===== src/rtl/alu_issue_stage_if.sv =====
// Issue-stage bus: decode-side handshake, forwarding taps, flush and the ALU-side handshake.
// master is the surrounding pipeline; slave is the issue stage itself.
interface alu_issue_stage_if #(
    parameter int unsigned WIDTH = 32,
    parameter int unsigned OP_W  = 3,
    parameter int unsigned RA_W  = 5
);
    logic             in_valid;
    logic             in_ready;
    logic [RA_W-1:0]  in_rs_addr;
    logic [RA_W-1:0]  in_rt_addr;
    logic [WIDTH-1:0] in_rs_val;
    logic [WIDTH-1:0] in_rt_val;
    logic [WIDTH-1:0] in_imm;
    logic             in_use_imm;
    logic [OP_W-1:0]  in_op;
    logic [RA_W-1:0]  in_rd_addr;
    logic             flush;
    logic             fwd_mem_valid;
    logic [RA_W-1:0]  fwd_mem_addr;
    logic [WIDTH-1:0] fwd_mem_data;
    logic             fwd_wb_valid;
    logic [RA_W-1:0]  fwd_wb_addr;
    logic [WIDTH-1:0] fwd_wb_data;
    logic             out_valid;
    logic             out_ready;
    logic [WIDTH-1:0] alu_a;
    logic [WIDTH-1:0] alu_b;
    logic [OP_W-1:0]  alu_op;
    logic [RA_W-1:0]  out_rd_addr;

    modport master (
        output in_valid, in_rs_addr, in_rt_addr, in_rs_val, in_rt_val, in_imm, in_use_imm,
        output in_op, in_rd_addr, flush,
        output fwd_mem_valid, fwd_mem_addr, fwd_mem_data, fwd_wb_valid, fwd_wb_addr, fwd_wb_data,
        output out_ready,
        input  in_ready, out_valid, alu_a, alu_b, alu_op, out_rd_addr
    );

    modport slave (
        input  in_valid, in_rs_addr, in_rt_addr, in_rs_val, in_rt_val, in_imm, in_use_imm,
        input  in_op, in_rd_addr, flush,
        input  fwd_mem_valid, fwd_mem_addr, fwd_mem_data, fwd_wb_valid, fwd_wb_addr, fwd_wb_data,
        input  out_ready,
        output in_ready, out_valid, alu_a, alu_b, alu_op, out_rd_addr
    );
endinterface


===== src/rtl/alu_issue_stage.sv =====
// ID/EX issue register for the ALU: forwards MEM/WB results into operands a/b, keeps
// snooping the forwarding taps while stalled, and supports valid/ready backpressure and flush.
module alu_issue_stage #(
    parameter int unsigned WIDTH = 32,
    parameter int unsigned OP_W  = 3,
    parameter int unsigned RA_W  = 5
) (
    input logic              clk,
    input logic              rst,
    alu_issue_stage_if.slave bus
);

    logic             valid_q, valid_d;
    logic [WIDTH-1:0] a_q, a_d;
    logic [WIDTH-1:0] b_q, b_d;
    logic [OP_W-1:0]  op_q, op_d;
    logic [RA_W-1:0]  rd_q, rd_d;
    logic [RA_W-1:0]  rs_q, rs_d;
    logic [RA_W-1:0]  rt_q, rt_d;
    logic             use_imm_q, use_imm_d;
    logic             in_ready;
    logic             in_fire;

    // MEM is younger than WB, so it wins; r0 is hardwired and never forwarded.
    function automatic logic [WIDTH-1:0] fwd(input logic [RA_W-1:0]  addr,
                                             input logic [WIDTH-1:0] rf_val);
        logic [WIDTH-1:0] res;
        res = rf_val;
        if (addr != '0) begin
            if (bus.fwd_mem_valid && addr == bus.fwd_mem_addr) begin
                res = bus.fwd_mem_data;
            end else if (bus.fwd_wb_valid && addr == bus.fwd_wb_addr) begin
                res = bus.fwd_wb_data;
            end
        end
        return res;
    endfunction

    always_comb begin
        in_ready  = !bus.flush && (!valid_q || bus.out_ready);
        in_fire   = bus.in_valid && in_ready;
        valid_d   = valid_q;
        a_d       = a_q;
        b_d       = b_q;
        op_d      = op_q;
        rd_d      = rd_q;
        rs_d      = rs_q;
        rt_d      = rt_q;
        use_imm_d = use_imm_q;
        if (bus.flush) begin
            valid_d = 1'b0;
        end else if (in_fire) begin
            valid_d   = 1'b1;
            a_d       = fwd(bus.in_rs_addr, bus.in_rs_val);
            b_d       = bus.in_use_imm ? bus.in_imm : fwd(bus.in_rt_addr, bus.in_rt_val);
            op_d      = bus.in_op;
            rd_d      = bus.in_rd_addr;
            rs_d      = bus.in_rs_addr;
            rt_d      = bus.in_rt_addr;
            use_imm_d = bus.in_use_imm;
        end else if (bus.out_ready) begin
            valid_d = 1'b0;
        end else if (valid_q) begin
            // Stalled: a producer retiring now must still reach the held operands.
            a_d = fwd(rs_q, a_q);
            if (!use_imm_q) begin
                b_d = fwd(rt_q, b_q);
            end
        end
    end

    always_ff @(posedge clk) begin
        if (rst) begin
            valid_q   <= 1'b0;
            a_q       <= '0;
            b_q       <= '0;
            op_q      <= OP_W'(1);
            rd_q      <= '0;
            rs_q      <= '0;
            rt_q      <= '0;
            use_imm_q <= 1'b0;
        end else begin
            valid_q   <= valid_d;
            a_q       <= a_d;
            b_q       <= b_d;
            op_q      <= op_d;
            rd_q      <= rd_d;
            rs_q      <= rs_d;
            rt_q      <= rt_d;
            use_imm_q <= use_imm_d;
        end
    end

    assign bus.in_ready    = in_ready;
    assign bus.out_valid   = valid_q;
    assign bus.alu_a       = a_q;
    assign bus.alu_b       = b_q;
    assign bus.alu_op      = op_q;
    assign bus.out_rd_addr = rd_q;

endmodule


===== src/flat_wrapper.sv =====
// flat-port wrapper written by rule: the top's interface ports become plain ports
module alu_issue_stage_flat 
#(
    parameter int unsigned WIDTH = 32,
    parameter int unsigned OP_W  = 3,
    parameter int unsigned RA_W  = 5
)
  (clk, rst, bus_in_valid, bus_in_rs_addr, bus_in_rt_addr, bus_in_rs_val, bus_in_rt_val, bus_in_imm, bus_in_use_imm, bus_in_op, bus_in_rd_addr, bus_flush, bus_fwd_mem_valid, bus_fwd_mem_addr, bus_fwd_mem_data, bus_fwd_wb_valid, bus_fwd_wb_addr, bus_fwd_wb_data, bus_out_ready, bus_in_ready, bus_out_valid, bus_alu_a, bus_alu_b, bus_alu_op, bus_out_rd_addr);
  alu_issue_stage_if #(.WIDTH(WIDTH), .OP_W(OP_W), .RA_W(RA_W)) bus_i ();
  input logic clk;
  input logic rst;
  input wire logic [$bits(bus_i.in_valid)-1:0] bus_in_valid;
  input wire logic [$bits(bus_i.in_rs_addr)-1:0] bus_in_rs_addr;
  input wire logic [$bits(bus_i.in_rt_addr)-1:0] bus_in_rt_addr;
  input wire logic [$bits(bus_i.in_rs_val)-1:0] bus_in_rs_val;
  input wire logic [$bits(bus_i.in_rt_val)-1:0] bus_in_rt_val;
  input wire logic [$bits(bus_i.in_imm)-1:0] bus_in_imm;
  input wire logic [$bits(bus_i.in_use_imm)-1:0] bus_in_use_imm;
  input wire logic [$bits(bus_i.in_op)-1:0] bus_in_op;
  input wire logic [$bits(bus_i.in_rd_addr)-1:0] bus_in_rd_addr;
  input wire logic [$bits(bus_i.flush)-1:0] bus_flush;
  input wire logic [$bits(bus_i.fwd_mem_valid)-1:0] bus_fwd_mem_valid;
  input wire logic [$bits(bus_i.fwd_mem_addr)-1:0] bus_fwd_mem_addr;
  input wire logic [$bits(bus_i.fwd_mem_data)-1:0] bus_fwd_mem_data;
  input wire logic [$bits(bus_i.fwd_wb_valid)-1:0] bus_fwd_wb_valid;
  input wire logic [$bits(bus_i.fwd_wb_addr)-1:0] bus_fwd_wb_addr;
  input wire logic [$bits(bus_i.fwd_wb_data)-1:0] bus_fwd_wb_data;
  input wire logic [$bits(bus_i.out_ready)-1:0] bus_out_ready;
  output wire logic [$bits(bus_i.in_ready)-1:0] bus_in_ready;
  output wire logic [$bits(bus_i.out_valid)-1:0] bus_out_valid;
  output wire logic [$bits(bus_i.alu_a)-1:0] bus_alu_a;
  output wire logic [$bits(bus_i.alu_b)-1:0] bus_alu_b;
  output wire logic [$bits(bus_i.alu_op)-1:0] bus_alu_op;
  output wire logic [$bits(bus_i.out_rd_addr)-1:0] bus_out_rd_addr;
  assign bus_i.in_valid = bus_in_valid;
  assign bus_i.in_rs_addr = bus_in_rs_addr;
  assign bus_i.in_rt_addr = bus_in_rt_addr;
  assign bus_i.in_rs_val = bus_in_rs_val;
  assign bus_i.in_rt_val = bus_in_rt_val;
  assign bus_i.in_imm = bus_in_imm;
  assign bus_i.in_use_imm = bus_in_use_imm;
  assign bus_i.in_op = bus_in_op;
  assign bus_i.in_rd_addr = bus_in_rd_addr;
  assign bus_i.flush = bus_flush;
  assign bus_i.fwd_mem_valid = bus_fwd_mem_valid;
  assign bus_i.fwd_mem_addr = bus_fwd_mem_addr;
  assign bus_i.fwd_mem_data = bus_fwd_mem_data;
  assign bus_i.fwd_wb_valid = bus_fwd_wb_valid;
  assign bus_i.fwd_wb_addr = bus_fwd_wb_addr;
  assign bus_i.fwd_wb_data = bus_fwd_wb_data;
  assign bus_i.out_ready = bus_out_ready;
  assign bus_in_ready = bus_i.in_ready;
  assign bus_out_valid = bus_i.out_valid;
  assign bus_alu_a = bus_i.alu_a;
  assign bus_alu_b = bus_i.alu_b;
  assign bus_alu_op = bus_i.alu_op;
  assign bus_out_rd_addr = bus_i.out_rd_addr;
  alu_issue_stage #(.WIDTH(WIDTH), .OP_W(OP_W), .RA_W(RA_W)) u_core (.clk(clk), .rst(rst), .bus(bus_i));
endmodule

===== config.mk =====
export PLATFORM = sky130hd
export DESIGN_NAME = alu_issue_stage_flat
export DESIGN_NICKNAME = d
export VERILOG_FILES = /design/src/rtl/alu_issue_stage_if.sv /design/src/rtl/alu_issue_stage.sv /design/src/flat_wrapper.sv
export SDC_FILE = /design/constraint.sdc
export NUM_CORES = 1
export LEC_CHECK = 0
export ABC_AREA = 1
export BUFFER_PORTS_ARGS = -buffer_cell sky130_fd_sc_hd__buf_2
export CAP_MARGIN = 20
export CELL_PAD_IN_SITES_DETAIL_PLACEMENT = 0
export CELL_PAD_IN_SITES_GLOBAL_PLACEMENT = 1
export CORE_ASPECT_RATIO = 1.5
export CORE_UTILIZATION = 25
export CTS_CLUSTER_DIAMETER = 100
export CTS_CLUSTER_SIZE = 8
export DETAILED_ROUTE_END_ITERATION = 8
export HOLD_SLACK_MARGIN = 0.15
export PLACE_DENSITY_LB_ADDON = 0.25
export SYNTH_ARGS = -nofsm -noshare
export SYNTH_HDL_FRONTEND = slang
export SYNTH_SLANG_ARGS = --single-unit

===== constraint.sdc =====
create_clock -name clk -period 2.2 [get_ports clk]
set_input_delay 0.22 -clock clk [delete_from_list [all_inputs] [get_ports clk]]
set_output_delay 0.22 -clock clk [all_outputs]
set_load 0.02 [all_outputs]

# ---- After elaboration in Yosys (flattened, before gate mapping)
# Cells that the tools add are included.
dict set report classes {
  bitwise_logic 1
  n_reduce_logical 27
  muxes 22
  n_eq_ne 10
}
# operator n
set ops {}
lappend ops {{2-to-1 mux 32 bit} 20}
lappend ops {{== test 5 bit} 8}
lappend ops {{nonzero test 5 bit} 4}
lappend ops {{logical AND 1 bit} 10}
lappend ops {{nonzero test 2 bit} 4}
lappend ops {{AND reduction 6 bit} 1}
lappend ops {{nonzero test 3 bit} 2}
lappend ops {{AND reduction 5 bit} 1}
lappend ops {{zero test 1 bit} 2}
lappend ops {{2-to-1 mux 1 bit} 2}
lappend ops {{inequality test 2 x 1 -> 1 bit (second input constant)} 1}
lappend ops {{inequality test 2 bit (second input constant)} 1}
lappend ops {{AND reduction 2 bit} 1}
lappend ops {{OR reduction 2 bit} 1}
lappend ops {{logical OR 1 bit} 1}
lappend ops {{inverter 1 bit} 1}
dict set report word_totals {
  register_bits 84
  word_cells 68
  inputBits 196
  output_inout_bits 74
}

# ---- Depth between registers and ports, before layout
dict set report depth {
  depth_word 9
  ltp_mapped 13
  depth_no_buf 12
}

# ---- Least setup slack after synthesis
# No wires, ideal clock.
dict set report synth_path {
  kind {flip-flop to flip-flop}
  from {register u_core.valid_q (netlist: u_core.bus.out_valid)}
  to {register u_core.b_q[3] (netlist: u_core.bus.alu_b[3])}
  stages_incl_launch_ff 11
  period_less_slack_ns 1.867
  path_slack_ns 0.333
  path_buffers 1
  setup_time_ns 0.070
  t_required_ns 2.130
  arrival_ns 1.797
  cell_sequence {dfxtp_1 > inv_1 > nor2_1 > nor2_1 > nand2_1 > a21oi_1 > nand2_1 > clkbuf_1 > nand2_1 > nand2_1 > a21oi_1}
}
dict set report synth_via {
  elab_chain_len 6
  elab_cells_between_ends 11
  cone_classes {2 x eq/ne; 1 x mux; 8 x reduce/logical}
}
# item line_no
set synth_rtl {}
lappend synth_rtl {{start: declaration} alu_issue_stage.sv:13} ;# logic valid_q, valid_d;
lappend synth_rtl {{start signal: assignment} alu_issue_stage.sv:83} ;# valid_q <= valid_d;
lappend synth_rtl {{zero test 1 bit *} alu_issue_stage.sv:40} ;# in_ready = !bus.flush && (!valid_q || bus.out_ready);
lappend synth_rtl {{logical OR 1 bit *} alu_issue_stage.sv:40}
lappend synth_rtl {{logical AND 1 bit *} alu_issue_stage.sv:40}
lappend synth_rtl {{via bus_in_ready} flat_wrapper.sv:29} ;# output wire logic [$bits(bus_i.in_ready)-1:0] bus_in_ready;
lappend synth_rtl {{logical AND 1 bit *} alu_issue_stage.sv:41} ;# in_fire = bus.in_valid && in_ready;
lappend synth_rtl {{inequality test 2 bit (no source line), or another cell as far along} n/a}
lappend synth_rtl {{AND reduction 6 bit (no source line)} n/a}
lappend synth_rtl {{end signal: assignment} alu_issue_stage.sv:76} ;# b_q <= '0;
lappend synth_rtl {{end signal: assignment} alu_issue_stage.sv:85} ;# b_q <= b_d;
lappend synth_rtl {{end: declaration} alu_issue_stage.sv:15} ;# logic [WIDTH-1:0] b_q, b_d;
# Mark *: on every way through the listed nets, which the timed path passes. The rest lies on a longest branch.
# A chain may end at the register's enable or synchronous reset.

# ---- Worst setup path in the final report
dict set report layout_path {
  from {register u_core.rt_q[3]}
  to {register u_core.b_q[12] (netlist: u_core.bus.alu_b[12])}
}
dict set report layout_via {
  elab_chain_len 8
  elab_cells_between_ends 14
  cone_classes {2 x eq/ne; 6 x mux; 6 x reduce/logical}
}
# item line_no
set layout_rtl {}
lappend layout_rtl {{start: declaration} alu_issue_stage.sv:19} ;# logic [RA_W-1:0] rt_q, rt_d;
lappend layout_rtl {{start signal: assignment} alu_issue_stage.sv:89} ;# rt_q <= rt_d;
lappend layout_rtl {{== test 5 bit} alu_issue_stage.sv:30} ;# if (bus.fwd_mem_valid && addr == bus.fwd_mem_addr) begin
lappend layout_rtl {{logical AND 1 bit} alu_issue_stage.sv:30}
lappend layout_rtl {{2-to-1 mux 32 bit} alu_issue_stage.sv:30}
lappend layout_rtl {{2-to-1 mux 32 bit} alu_issue_stage.sv:29} ;# if (addr != '0) begin
lappend layout_rtl {{2-to-1 mux 32 bit} alu_issue_stage.sv:66} ;# if (!use_imm_q) begin
lappend layout_rtl {{2-to-1 mux 32 bit} alu_issue_stage.sv:63} ;# end else if (valid_q) begin
lappend layout_rtl {{2-to-1 mux 32 bit} alu_issue_stage.sv:61} ;# end else if (bus.out_ready) begin
lappend layout_rtl {{2-to-1 mux 32 bit} alu_issue_stage.sv:52} ;# end else if (in_fire) begin
# Several ways; a longest one is shown, not always the timed one. The select of a mux whose other input is x is not followed.

==> results.yml <==
outcome:
  outcome: "finished clean"
global_routing:
  grt_pass1_vias: 10100
  grt_pass1_wl_mm: 57.5
  grt_use_total_pct: 23.8
  grt_max_degree: 65
  grt_antenna_before_repair: 10
  grt.overflow.total: 0
floorplan:
  dieArea_mm2: 0.0316
  fp.dieH_um: 217
  fp-row-count: 78
  die_x_um: 145
  coreArea_mm2: 0.0304
  io_pins: 270
  start_util_pct: 25.4
logic_synthesis:
  seq_area_frac_synth_pct: 21.8
  synth_cell_types: 24
  synth.avg_cell_area_um2: 5.06
  yosysWarningCount: 0
  synth_seq_cells: 84
  syn_area_mm2: 0.00772
  syn_nets: 1722
  syn_inst: 1526
place:
  hpwlAfterDp_mm: 29.4
  place_inst: 2149
  portBuffers: 269
  globalplace.congestion: 0.913
clock_network:
  h-tree-depth: 3
  root_buffer: "clkbuf_16"
  cts_max_path_buffers: 2
  clk_latency_ns: 0.38
  cts_made_buffers: 9
  cts_tree: "done"
  cts_setup_buffers: 0
  path_clk_slew_ns: 0.08
  cts_sinks: 84
sta:
  fmax_ghz: 0.486
  finClkSkew_ns: 0.0151
  timing.final.crit_share_pct: 93.6
  tns_ns: 0
  final_hold_viol_count: 0
  period_needed_ns: 2.06
  setup_viol: 0
  rsz0062_at_grt: "no"
  relSlewSlack_pct: 51.5
  slew_viol_final: 0
  worst_pin_slew_ns: 0.722
power_and_ir_drop:
  power.density_mw_per_mm2: 482
  leakagePower_uw: 0.00579
  ir_drop_mv: 0.400
critical_path:
  worstPathArrival_ns: 2.33
  path_common_cell: "nor2_1"
  rr_startpoint: "u_core.rt_q[3]"
  crit_path_max_incr_delay_ns: 0.36
  cp_max_fo: 54
  reg2reg_to: "u_core.bus.alu_b[12]"
  start_kind: "register"
  path_class: "reg2reg"
  crit_chain: "inv_1, nand2_1, nand2_1, nor2_1, nand3_2, buf_12, o21ai_0, buf_4, nor2_1, nor2_1, a21oi_1"
  critPathSlowestCell: "dfxtp_1"
  worst-endpoint-required_ns: 2.47
  critPathTopFamily: "simple AND/OR/NAND/NOR gates"
  worst-path-buf-inv: 3
  ff2ff_path_depth: 11
  r2r_slack_ns: 0.14
  cp-end-kind: "register"
  path_depth: 11
detailed_routing:
  drt-total-wl_mm: 37.8
  drc_errors: 0
  first_iter_violations: 534
  vias: 10400
  drt-wirelength-per-cell_um: 17.3
  dr.pass1.iters: 5
  ant_nets: 0
  vias_per_cell: 4.75
finish:
  area_growth_pct: 30.3
  final_cell_count_no_fill: 2186
  final_cell_mix: "nand2_1, buf_2, nor2_1"
  drive_above_1_share_pct: 20.2
  mostFrequentLayoutCell: "nand2_1"
  layout.nets: 1966
flow_run:
  cap_violations: 0
hold_path:
  worstHoldStart: "bus_in_imm[6]"
  hold_depth: 5
  holdPathEnd: "u_core.bus.alu_b[6]"
  hold_path.class: "in2reg"
-- layout make-up --
type / count / area, um^2
fill: 3625 / 20300
sequential: 84 / 1680
clock buffer: 10 / 229
timing repair buffer: 322 / 1910
inverter: 161 / 604
tap: 400 / 500
antenna: 12 / 30.0
multi-input combinational: 1192 / 5040
clock inverter: 5 / 61.3
-- state kept, by name (all words and copies together) (netlist names) --
name,count
u_core.bus.alu_a,32
u_core.bus.alu_b,32
u_core.bus.alu_op,3
u_core.bus.out_rd_addr,5
u_core.bus.out_valid,1
u_core.rs_q,5
u_core.rt_q,5
u_core.use_imm_q,1
-- Yosys cell counts, drive strengths merged --
master	instances	area (um^2)
nand4	18	113
buf	37	231
nand3	113	576
clkbuf	52	195
inv	160	601
a21oi	129	672
nand2	605	2280
nand3b	1	7.51
nor3	3	20.0
nor4	1	6.26
nor2	233	890
clkinv	1	3.75
dfxtp	84	1680
o21ai	89	445
-- cell families after synthesis --
logic type             synth area share, %
AO/OA/AOI/OAI                         14.5
flip-flops                            21.8
buffers and inverters                 13.4
AND/OR/NAND/NOR                       50.4
-- metrics by stage --
stage | hold slack (ns) | setup slack [ns] | total power [uW] | area [um^2] | util (%)
after floorplan | 0.299 | 0.333 | 2550 | 7720 | -
after global placement | 0.426 | 0.0494 | 3240 | 9630 | 31.7
after detailed placement | 0.434 | 0.0687 | 3240 | 9630 | 31.7
after CTS | 0.162 | 0.0518 | 4930 | 10000 | 33.0
after global routing | 0.191 | 0.00941 | 5150 | 10000 | 33.1
final | 0.175 | 0.141 | 4850 | 10100 | 33.1
-- how the worst max path moves through the flow --
stage | from | slack, ns | endpoint
CTS | u_core.rt_q[3] | 0.05 | u_core.bus.alu_b[9]
finish | u_core.rt_q[3] | 0.14 | u_core.bus.alu_b[12]
detailed placement | u_core.rt_q[3] | 0.07 | u_core.bus.alu_b[9]
global placement | u_core.rt_q[3] | 0.05 | u_core.bus.alu_b[9]
floorplan | u_core.bus.out_valid | 0.33 | u_core.bus.alu_b[3]
global route | u_core.rt_q[3] | 0.009 | u_core.bus.alu_b[12]
-- repair_timing --
action	in CTS	in global routing
endpoints found under the setup margin	0	12
hold buffers	10	0
hold endpoints to repair	9	0
resized for setup	0	3
-- routing by layer --
metal	up-vias	part of all wire [%]	GRT usage, %	wire length, um
li1	5228	-	-	-
met1	4809	38	25.6	14400
met2	293	53	45.6	20200
met3	55	5.6	4.99	2130
met4	4	2.9	8.25	1090
met5	-	0.061	0	23
-- tightest hold or removal path: cells and delay by family --
| kind | cells | cell delay, ns |
|---|---|---|
| buf+inv | 2 | 0.13 |
| simple gates | 1 | 0.06 |
| compound gates | 2 | 0.10 |
-- power breakdown --
group	leakage, uW	internal, uW	switching (uW)
logic	0.00497	544	988
clock network	0.000131	880	764
registers	0.000690	1620	59.6
total	0.00579	3040	1810
Note: power is estimated with default switching activity, not from simulation.
